File: src/rtl/lab4_pkg.sv
// Shared definitions for the lab4 fetch path: control-flow opcodes, sequencer
// states and the instruction word size.
package lab4_pkg;

  localparam int unsigned WORD_BYTES = 4;

  typedef enum logic [1:0] {
    OP_NONE = 2'b00,
    OP_J    = 2'b01,
    OP_JR   = 2'b10,
    OP_BGT  = 2'b11
  } ctl_op_e;

  typedef enum logic [1:0] {
    IDLE = 2'b00,
    REQ  = 2'b01,
    HOLD = 2'b10
  } state_e;

endpackage

File: src/rtl/pc_target_calc.sv
// Combinational redirect resolution for j, jr and bgt: computes whether the
// control-flow instruction redirects, where to, and whether a jr target is misaligned.
module pc_target_calc
  import lab4_pkg::*;
#(
  parameter int unsigned ADDR_W = 32
) (
  input  logic [1:0]        ctl_op_i,
  input  logic [ADDR_W-1:0] ctl_pc_i,
  input  logic [25:0]       ctl_target_i,
  input  logic [15:0]       ctl_offset_i,
  input  logic [31:0]       rs_val_i,
  input  logic [31:0]       rt_val_i,
  output logic [ADDR_W-1:0] target_o,
  output logic              taken_o,
  output logic              misaligned_o
);

  logic [ADDR_W-1:0] p4;
  logic [ADDR_W-1:0] branch_off;

  assign p4         = ctl_pc_i + ADDR_W'(WORD_BYTES);
  assign branch_off = {{(ADDR_W-16){ctl_offset_i[15]}}, ctl_offset_i} << 2;

  always_comb begin
    // NOTE: every output gets a default before the case so no path leaves one
    // unassigned, which would otherwise infer a latch.
    target_o     = '0;
    taken_o      = 1'b0;
    misaligned_o = 1'b0;
    case (ctl_op_i)
      OP_J: begin
        taken_o  = 1'b1;
        target_o = {p4[ADDR_W-1:28], ctl_target_i, 2'b00};
      end
      OP_JR: begin
        taken_o      = 1'b1;
        target_o     = {rs_val_i[ADDR_W-1:2], 2'b00};
        misaligned_o = |rs_val_i[1:0];
      end
      OP_BGT: begin
        taken_o  = $signed(rs_val_i) > $signed(rt_val_i);
        target_o = p4 + branch_off;
      end
      default: ;
    endcase
  end

endmodule

File: src/rtl/pc_sequencer.sv
// Program counter and single-outstanding instruction fetch sequencer with
// j/jr/bgt redirects and an optional branch delay slot.
module pc_sequencer
  import lab4_pkg::*;
#(
  parameter int unsigned       ADDR_W     = 32,
  parameter logic [ADDR_W-1:0] RESET_PC   = '0,
  parameter int                DELAY_SLOT = 1
) (
  input  logic              clk,
  input  logic              reset,
  output logic              imem_req,
  output logic [ADDR_W-1:0] imem_addr,
  input  logic              imem_ack,
  input  logic              stall,
  output logic              fetch_valid,
  output logic [ADDR_W-1:0] fetch_pc,
  input  logic              ctl_valid,
  input  logic [1:0]        ctl_op,
  input  logic [ADDR_W-1:0] ctl_pc,
  input  logic [25:0]       ctl_target,
  input  logic [15:0]       ctl_offset,
  input  logic [31:0]       ctl_rs_val,
  input  logic [31:0]       ctl_rt_val,
  output logic              taken,
  output logic              flush,
  output logic              addr_err,
  output logic              ctl_conflict
);

  localparam bit DS = (DELAY_SLOT != 0);

  state_e            state_q, state_d;
  logic [ADDR_W-1:0] addr_q, addr_d;
  logic              req_q, req_d;
  logic              pend_q, pend_d;
  logic [ADDR_W-1:0] tgt_q, tgt_d;
  logic              slot_q, slot_d;
  logic              kill_q, kill_d;
  logic              fv_q, fv_d;
  logic [ADDR_W-1:0] fpc_q, fpc_d;
  logic              taken_q, taken_d;
  logic              flush_q, flush_d;
  logic              err_q, err_d;
  logic              conf_q, conf_d;

  logic [ADDR_W-1:0] calc_target;
  logic              calc_taken;
  logic              calc_misaligned;

  pc_target_calc #(.ADDR_W(ADDR_W)) u_calc (
    .ctl_op_i     (ctl_op),
    .ctl_pc_i     (ctl_pc),
    .ctl_target_i (ctl_target),
    .ctl_offset_i (ctl_offset),
    .rs_val_i     (ctl_rs_val),
    .rt_val_i     (ctl_rt_val),
    .target_o     (calc_target),
    .taken_o      (calc_taken),
    .misaligned_o (calc_misaligned)
  );

  logic              hit, accept, issue;
  logic              pend_eff, slot_eff;
  logic [ADDR_W-1:0] tgt_eff;

  always_comb begin
    state_d = state_q;
    addr_d  = addr_q;
    req_d   = req_q;
    pend_d  = pend_q;
    tgt_d   = tgt_q;
    slot_d  = slot_q;
    kill_d  = kill_q;
    fv_d    = 1'b0;
    fpc_d   = fpc_q;
    issue   = 1'b0;

    hit     = ctl_valid && calc_taken;
    accept  = hit && !pend_q;
    taken_d = accept;
    flush_d = accept && !DS;
    err_d   = ctl_valid && (ctl_op == OP_JR) && calc_misaligned;
    conf_d  = hit && pend_q;

    // A redirect accepted this cycle already steers an address issued this cycle.
    pend_eff = pend_q || accept;
    tgt_eff  = pend_q ? tgt_q  : calc_target;
    slot_eff = pend_q ? slot_q : (DS && (addr_q == ctl_pc));

    if (accept) begin
      pend_d = 1'b1;
      tgt_d  = calc_target;
      slot_d = DS && (addr_q == ctl_pc);
      if (!DS && (state_q == REQ) && !imem_ack) kill_d = 1'b1;
    end

    case (state_q)
      IDLE: begin
        state_d = REQ;
        req_d   = 1'b1;
      end
      REQ: begin
        if (imem_ack) begin
          fv_d   = !kill_q;
          fpc_d  = kill_q ? fpc_q : addr_q;
          kill_d = 1'b0;
          if (stall) begin
            state_d = HOLD;
            req_d   = 1'b0;
          end else begin
            issue = 1'b1;
          end
        end
      end
      HOLD: begin
        if (!stall) issue = 1'b1;
      end
      default: begin
        state_d = IDLE;
        req_d   = 1'b0;
      end
    endcase

    if (issue) begin
      state_d = REQ;
      req_d   = 1'b1;
      if (pend_eff && !slot_eff) begin
        addr_d = tgt_eff;
        pend_d = 1'b0;
        slot_d = 1'b0;
      end else begin
        addr_d = addr_q + ADDR_W'(WORD_BYTES);
        slot_d = 1'b0;
      end
    end
  end

  always_ff @(posedge clk) begin
    // NOTE: state registers use non-blocking assignments so every flop samples
    // the pre-edge value of every other flop, independent of statement order.
    if (reset) begin
      state_q <= IDLE;
      addr_q  <= RESET_PC;
      req_q   <= 1'b0;
      pend_q  <= 1'b0;
      tgt_q   <= '0;
      slot_q  <= 1'b0;
      kill_q  <= 1'b0;
      fv_q    <= 1'b0;
      fpc_q   <= '0;
      taken_q <= 1'b0;
      flush_q <= 1'b0;
      err_q   <= 1'b0;
      conf_q  <= 1'b0;
    end else begin
      state_q <= state_d;
      addr_q  <= addr_d;
      req_q   <= req_d;
      pend_q  <= pend_d;
      tgt_q   <= tgt_d;
      slot_q  <= slot_d;
      kill_q  <= kill_d;
      fv_q    <= fv_d;
      fpc_q   <= fpc_d;
      taken_q <= taken_d;
      flush_q <= flush_d;
      err_q   <= err_d;
      conf_q  <= conf_d;
    end
  end

  assign imem_req     = req_q;
  assign imem_addr    = addr_q;
  assign fetch_valid  = fv_q;
  assign fetch_pc     = fpc_q;
  assign taken        = taken_q;
  assign flush        = flush_q;
  assign addr_err     = err_q;
  assign ctl_conflict = conf_q;

endmodule
File: config.mk
export PLATFORM = sky130hd
export DESIGN_NAME = pc_sequencer
export DESIGN_NICKNAME = d
export VERILOG_FILES = /design/src/rtl/lab4_pkg.sv /design/src/rtl/pc_target_calc.sv /design/src/rtl/pc_sequencer.sv
export SDC_FILE = /design/constraint.sdc
export NUM_CORES = 1
export LEC_CHECK = 0
export ABC_CLOCK_PERIOD_IN_PS = 7560
export CORE_MARGIN = 4
export CORE_UTILIZATION = 30
export CTS_BUF_LIST = sky130_fd_sc_hd__clkbuf_4 sky130_fd_sc_hd__clkbuf_8
export DETAILED_ROUTE_END_ITERATION = 10
export PLACE_DENSITY = 0.6
export SYNTH_ARGS = -nofsm -noshare
export SYNTH_HDL_FRONTEND = slang
export SYNTH_HIERARCHICAL = 1
export SYNTH_SLANG_ARGS = --single-unit
File: constraint.sdc
create_clock -name clk -period 7.56 [get_ports clk]
set_clock_uncertainty 0.15 [all_clocks]
set_input_delay 1.512 -clock clk [delete_from_list [all_inputs] [get_ports clk]]
set_output_delay 1.512 -clock clk [all_outputs]
set_load 0.02 [all_outputs]
==> out/qor_table.md, run 1 <==
| Parameter | This run | Unit |
|:---|:---|:---|
| Status | completed | - |
| Setup-failing EPs final | 0 | - |
| TritonCTS clock tree | built | - |
| Adder-cell share of the synthesized area | 10.6 | % |
| DRC marker count from the first detailed-route iteration | 984 | - |
| Worst reg-to-reg path cell count | 8 | - |
| CTS Buf Count | 9 | - |
| Setup Buffers After CTS | 0 | - |
| Synth area leaders | sky130_fd_sc_hd__dfxtp_1 23%, sky130_fd_sc_hd__ha_1 10%, sky130_fd_sc_hd__nand2_1 8.2%, sky130_fd_sc_hd__a21oi_1 7.5%, sky130_fd_sc_hd__xnor2_1 6.8% | - |
| Max-slew violation total from the final report | 0 | - |
| Core region area | 29000 | sq um |
| EDFF count, synth | 0 | - |
| Deepest level of the CTS H-tree | 3 | - |
| Largest family of logic cells by synthesized area | compound AO/OA/AOI/OAI gates | - |
| Compound-Gate Fraction of Synth Area | 26.5 | % |
| Total via count in the routed design | 9494 | - |
| Routed WL per cell | 20.3 | um |
| Hold violation total from the final report | 0 | - |
| CP endpoint kind | flop | - |
| RSZ-0062 raised after global routing | false | - |
| Highest cell delay on the worst timing path | 650 | ps |
| Routability congestion estimate | 0.877 | - |
| Number of remaining DRC errors | 0 | - |
| Clock root buffer | sky130_fd_sc_hd__clkbuf_8 | - |
| Cell-by-cell listing of the critical path | clkdlybuf4s50_1, ha_1, and3_1, nand2_1, xnor2_1, ha_1, and3_1, a21boi_0, o21ai_0, nand4_1, a41oi_1, o21a_1, xnor2_1, a222oi_1, nor2_1, a32oi_1, o41ai_1, a32o_1 | - |
| Max IR drop VDD | 86.7 | uV |
| Floorplan die width | 180 | um |
| Net switching power of the design | 537 | uW |
| Leakage power | 0.00420 | uW |
| Commonest cells in the synthesized netlist | 196 x sky130_fd_sc_hd__nand2_1, 134 x sky130_fd_sc_hd__a21oi_1, 104 x sky130_fd_sc_hd__dfxtp_1 | - |
| Fmax | 0.166 | GHz |
| Total negative slack for setup checks | 0 | ps |
| XOR/XNOR share of the synthesized area | 9.27 | % |
| Startpoint-to-endpoint class of the critical path | in2reg | - |
| Worst r2r dst | imem_addr[31] | - |
| Area leader, netlist | sky130_fd_sc_hd__dfxtp_1 | - |
| Antenna-violating nets left | 0 | - |
| Slew at the pin closest to its max-slew limit | 970 | ps |
| Fraction of synthesis flops using an asynchronous set or reset pin | 0 | % |
| Number of global-route vias before repair | 9051 | - |
| Quantity of I/O buffers inserted on ports | 213 | - |
| Number of vias per cell after detailed routing | 5.47 | - |
| Worst setup path startpoint | ctl_pc[2] | - |
| Share of total power consumed by net switching | 36.2 | % |
| Resize count post-CTS | 0 | - |
| Fillers | 3037 | - |
| Max-capacitance violation count | 0 | - |
| Ratio of cells with drive above 1 in the final layout | 4.66 | % |
| Cell with the largest stage delay on the worst path | sky130_fd_sc_hd__clkdlybuf4s50_1 | - |
| Int Pwr | 949 | uW |
| Power share of the combinational group | 36.3 | % |
| Final core area utilization | 39.7 | % |
| Yosys warns | 6 | - |
| NumNets Final | 1567 | - |
| Post-synth net total | 1407 | - |
| Avg Inst Size Synth | 7.52 | sq um |
| GRT Overall Usage | 20.5 | % |
| Growth of design area from synthesis to finish | 29.0 | % |
| Dominant cell by count in the synthesized netlist | sky130_fd_sc_hd__nand2_1 | - |
| Final Cycle Share | 79.6 | % |
| Min Clock Period, post-route | 6020 | ps |
| Yosys cell types | 77 | - |
| Number of rows in the core area | 62 | - |
| Worst-case clock buffer depth | 2 | - |
| Setup slack of the critical path after layout | 1540 | ps |
| GRT overflow | 0 | - |
| Critical Path End | imem_addr[21] | - |
| Worst Hold Slack | 309 | ps |
| Post-synthesis sequential area ratio | 23.3 | % |
| Max_slew headroom | 35.1 | % |
| Chip height | 180 | um |
| Clock latency on the worst-skew pair | 390 | ps |
| Clock-pin slew on the worst setup and hold paths | 100 | ps |
| Hold-fix buffer count after cts | 0 | - |
| Number of diodes | 0 | - |
| Half-perimeter wire length after placement | 27400 | um |
| Worst reg2reg startpoint | imem_addr[3] | - |
| Router iterations before antenna repair | 6 | - |
| Total wire length | 35300 | um |
| First-pass GRT wire length | 53900 | um |
| Required time at the endpoint of the critical path | 7690 | ps |
| Initial antenna violation count | 0 | - |
| WHS Path Cells | 2 | - |
| Seq pwr share | 38.7 | % |
| Pre-CTS setup slack | 1200 | ps |
| Pwr dens | 129 | nW/um^2 |
| Sinks on Clock Net | 104 | - |
| Simple-Gate Fraction of Synth Area | 22.1 | % |
| Dominant synthesized flop cell | sky130_fd_sc_hd__dfxtp_1 | - |
| Top-area cell type share of the netlist area | 23.3 | % |
| Flop and latch count out of synthesis | 104 | - |
| Netlist area before placement | 8920 | sq um |
| Cells after synthesis | 1187 | - |
| Post-synthesis mux area share | 1.71 | % |
| Total Die Area | 32600 | sq um |
| Largest net degree at the start of global routing | 67 | - |
| Worst reg-to-reg setup slack | 4320 | ps |
| Share of total power in the clock network | 25.0 | % |
| Starting utilization of the core area | 30.8 | % |
| Total I/O pin count | 215 | - |
| Highest fanout seen on the critical path | 6 | - |
| Arrival time worst endpoint | 6150 | ps |
| Sum of internal, switching and leakage power | 1490 | uW |
| Worst min-delay path class | reg2reg | - |
| Type of element launching the critical path | input port | - |
[worst max-delay path: cells and delay by family]
family                     cells  cell delay (ps)
adders and majority gates      2              650
and+or+nand+nor                5              900
AOI/OAI and AO/OA              8             2070
buffers and inverters          1              650
xor gates and xnor gates       2              340
[state kept, by name, summed over array words and instances (netlist names)]
register,count
ctl_conflict,1
pend_q,1
tgt_q,32
state_q,2
imem_addr,32
slot_q,1
addr_err,1
fetch_pc,32
fetch_valid,1
taken,1
[through the flow]
step | area [sq um] | instances
floorplan | 8920 | 1187
global placement | 11300 | 1720
detailed placement | 11300 | 1720
CTS | 11500 | 1736
global route | 11500 | 1736
finish | 11500 | 1736
[worst min-delay path by stage]
stage            startpoint      endpoint  slack (ps)
2_1_floorplan      tgt_q[2]      tgt_q[2]         280
3_3_place_gp      tgt_q[14]     tgt_q[14]         290
3_5_place_dp       tgt_q[4]      tgt_q[4]         290
4_1_cts            tgt_q[4]      tgt_q[4]         310
5_1_grt           tgt_q[12]     tgt_q[12]         330
6_report       fetch_pc[16]  fetch_pc[16]         310
[final cells by class]
| cell class | count | area (sq um) | share of cell area [%] |
|---|---|---|---|
| Multi-Input combinational cell | 944 | 6270 | 54.5 |
| Tap cell | 384 | 480 | 4.17 |
| Clock inverter | 7 | 78.8 | 0.684 |
| Timing Repair Buffer | 228 | 2250 | 19.6 |
| Clock buffer | 9 | 124 | 1.08 |
| Inverter | 60 | 225 | 1.96 |
| Sequential cell | 104 | 2080 | 18.1 |
[power groups by stage]
stage,sequential (uW),clock (uW),combinational (uW)
after floorplan,589,0,311
after global placement,588,0,536
after detailed placement,588,0,534
after CTS,575,381,538
after global routing,578,400,589
final,575,371,540
[cells by family (layout without fill, tap and decap cells)]
group,after synthesis,after routing
and+or+nand+nor,407,407
muxes,15,15
AOI/OAI and AO/OA,355,355
other,1,1
buffers and inverters,139,304
adders and majority gates,75,75
xor gates and xnor gates,91,91
DFF,104,104
[routing by layer]
metal	GRT usage (%)	wire length (um)	vias to the layer above	share of wire (%)
li1	-	-	4617	-
met1	27.6	15500	4480	44
met2	35.7	17200	372	49
met3	3.27	2290	25	6.5
met4	2.63	276	0	0.78
met5	0	0	-	0
[cell usage in the layout, fill, tap and decap left out, types with 24 or more instances in the layout]
cell type / count
sky130_fd_sc_hd__clkdlybuf4s50_1: 212
sky130_fd_sc_hd__nand2_1: 196
sky130_fd_sc_hd__a21oi_1: 134
sky130_fd_sc_hd__dfxtp_1: 104
sky130_fd_sc_hd__ha_1: 74
sky130_fd_sc_hd__xnor2_1: 69
sky130_fd_sc_hd__nor2_1: 68
sky130_fd_sc_hd__inv_1: 59
sky130_fd_sc_hd__o21ai_0: 39
sky130_fd_sc_hd__a21o_1: 35
sky130_fd_sc_hd__nand4_1: 34
sky130_fd_sc_hd__nand3_1: 28
sky130_fd_sc_hd__a222oi_1: 24
No activity file was read; power rests on OpenSTA's default activity.
==> run 2, diff against run 1 <==
- ABC_CLOCK_PERIOD_IN_PS: 7560 -> 5100
- PLACE_DENSITY: 0.6 -> 0.62
- clock period: 7.56 -> 5.1 ns (I/O delays scaled with it)
==> out/qor_table.md, run 2 (synthesis results as in run 1) <==
| Parameter | This run | Unit |
|:---|:---|:---|
| Status | completed | - |
| DRC marker count from the first detailed-route iteration | 826 | - |
| Router iterations before antenna repair | 6 | - |
| Setup Buffers After CTS | 0 | - |
| GRT Overall Usage | 20.7 | % |
| Floorplan die width | 180 | um |
| Hold violation total from the final report | 0 | - |
| Largest net degree at the start of global routing | 59 | - |
| Max IR drop VDD | 142 | uV |
| First-pass GRT wire length | 54600 | um |
| Cell with the largest stage delay on the worst path | sky130_fd_sc_hd__clkdlybuf4s50_1 | - |
| Clock latency on the worst-skew pair | 380 | ps |
| Highest fanout seen on the critical path | 5 | - |
| Initial antenna violation count | 0 | - |
| Resize count post-CTS | 0 | - |
| Total negative slack for setup checks | 0 | ps |
| Routed WL per cell | 19.5 | um |
| Deepest level of the CTS H-tree | 3 | - |
| Slew at the pin closest to its max-slew limit | 1180 | ps |
| Sinks on Clock Net | 104 | - |
| Arrival time worst endpoint | 4920 | ps |
| Required time at the endpoint of the critical path | 5230 | ps |
| TritonCTS clock tree | built | - |
| Number of global-route vias before repair | 9548 | - |
| Leakage power | 0.00461 | uW |
| Growth of design area from synthesis to finish | 36.4 | % |
| Hold-fix buffer count after cts | 0 | - |
| Pwr dens | 184 | nW/um^2 |
| Max_slew headroom | 21.0 | % |
| Starting utilization of the core area | 30.8 | % |
| Number of rows in the core area | 62 | - |
| Half-perimeter wire length after placement | 28200 | um |
| Fin area | 12200 | sq um |
| Post-place instance area | 12000 | sq um |
| Worst hold start | fetch_pc[21] | - |
| Most frequent cells in the layout | 212 x sky130_fd_sc_hd__clkdlybuf4s50_1, 196 x sky130_fd_sc_hd__nand2_1, 132 x sky130_fd_sc_hd__a21oi_1 | - |
| Worst-case clock buffer depth | 2 | - |
| Min Clock Period, post-route | 4790 | ps |
| NumNets Final | 1653 | - |
| Max-capacitance violation count | 0 | - |
| Cell-by-cell listing of the critical path | clkdlybuf4s50_1, and4_4, nand3_1, or3_1, nor2_1, nand2_1, xnor2_1, ha_1, nand4_1, nor4bb_2, a21oi_2, o21ai_1, xor2_1, a222oi_1, nor2_1, a32oi_1, o31ai_1, a32o_1 | - |
| Setup-failing EPs final | 0 | - |
| Number of remaining DRC errors | 0 | - |
| Worst r2r dst | imem_addr[24] | - |
| RSZ-0062 raised after global routing | false | - |
| Cell repeated most along the worst path | sky130_fd_sc_hd__nor2_1 | - |
| CP endpoint kind | flop | - |
| Number of vias per cell after detailed routing | 5.43 | - |
| Final Cycle Share | 93.9 | % |
| Startpoint-to-endpoint class of the critical path | in2reg | - |
| GRT overflow | 0 | - |
| Sum of internal, switching and leakage power | 2240 | uW |
| Clock root buffer | sky130_fd_sc_hd__clkbuf_8 | - |
| Type of element launching the critical path | input port | - |
| Worst min-delay path class | reg2reg | - |
| Total wire length | 35500 | um |
| WHS Path Cells | 2 | - |
| Worst reg-to-reg path cell count | 8 | - |
| CTS Buf Count | 9 | - |
| Worst reg2reg startpoint | imem_addr[2] | - |
| Max-slew violation total from the final report | 0 | - |
| Dpl cells | 1806 | - |
| Final core area utilization | 42.0 | % |
| Total I/O pin count | 215 | - |
| Ratio of cells with drive above 1 in the final layout | 10.7 | % |
| Fmax | 0.209 | GHz |
| Hold Path End | fetch_pc[21] | - |
| Non-filler instance count after layout | 1823 | - |
| Worst reg-to-reg setup slack | 2110 | ps |
| Chip height | 180 | um |
| Total Die Area | 32600 | sq um |
| Most frequent standard cell in the layout excluding fill and tap cells | sky130_fd_sc_hd__clkdlybuf4s50_1 | - |
| Routability congestion estimate | 0.939 | - |
| Clock-pin slew on the worst setup and hold paths | 100 | ps |
| Antenna-violating nets left | 0 | - |
| Core region area | 29000 | sq um |
| Total via count in the routed design | 9892 | - |
| Highest cell delay on the worst timing path | 480 | ps |
| Quantity of I/O buffers inserted on ports | 213 | - |
[run 2: cell types whose count changed in the layout (fill, tap and decap cells not counted), moves of 2 or more]
cell | before | now
sky130_fd_sc_hd__inv_6 | 3 | 1
sky130_fd_sc_hd__a21oi_1 | 134 | 132
sky130_fd_sc_hd__clkbuf_8 | 9 | 11
sky130_fd_sc_hd__clkbuf_4 | 0 | 2
sky130_fd_sc_hd__a21oi_2 | 2 | 4
sky130_fd_sc_hd__buf_4 | 14 | 100
[run 2: power breakdown]
group	switching [uW]	internal (uW)	total [uW]	leakage, uW
Sequential	20.3	832	852	0.000840
Clock	299	219	518	0.0000971
Combinational	469	403	871	0.00367
Total	788	1450	2240	0.00461
[run 2: worst max path at each step]
stage,start,to,cells after the start
global route,ctl_pc[4],imem_addr[30],19
finish,ctl_pc[4],imem_addr[30],18
detailed placement,ctl_pc[2],imem_addr[30],18
CTS,ctl_pc[2],imem_addr[30],18
global placement,ctl_pc[5],imem_addr[30],17
floorplan,ctl_pc[5],imem_addr[30],17
[run 2: final cells by class]
cell class              count  area (sq um)
diodes                      1          2.50
multi-input cells         944          6290
fillers                  2986         16800
repair buffers            314          2900
clock buffers              13           166
inverters                  60           225
flip-flops and latches    104          2080
clock inverters             3          25.0
well taps                 384           480
[run 2: critical path: cells and delay by family]
family          cells  cell delay [ps]
xor+xnor            2              230
compound gates      6             1040
buf+inv             1              480
simple gates        8             1760
fa+ha+maj           1              390
[run 2: per-stage QoR]
step | hold slack [ps] | setup slack [ps]
after floorplan | 281 | 589
after global placement | 289 | -106
after detailed placement | 294 | -138
after CTS | 309 | 275
after global routing | 323 | 15.8
final | 305 | 310
[run 2: layer usage]
layer	share of wire [%]	routed length, um	vias up	global-route usage [%]
li1	-	-	4803	-
met1	43	15300	4648	27.4
met2	48	16900	399	35.0
met3	6.9	2450	42	3.77
met4	2.2	778	0	4.87
met5	0	0	-	0
==> run 3, diff against run 2 <==
- CTS_CLUSTER_SIZE: not set -> 14
==> results of run 3 <==
Final layout, timing and power as in run 2 (identical DEF).
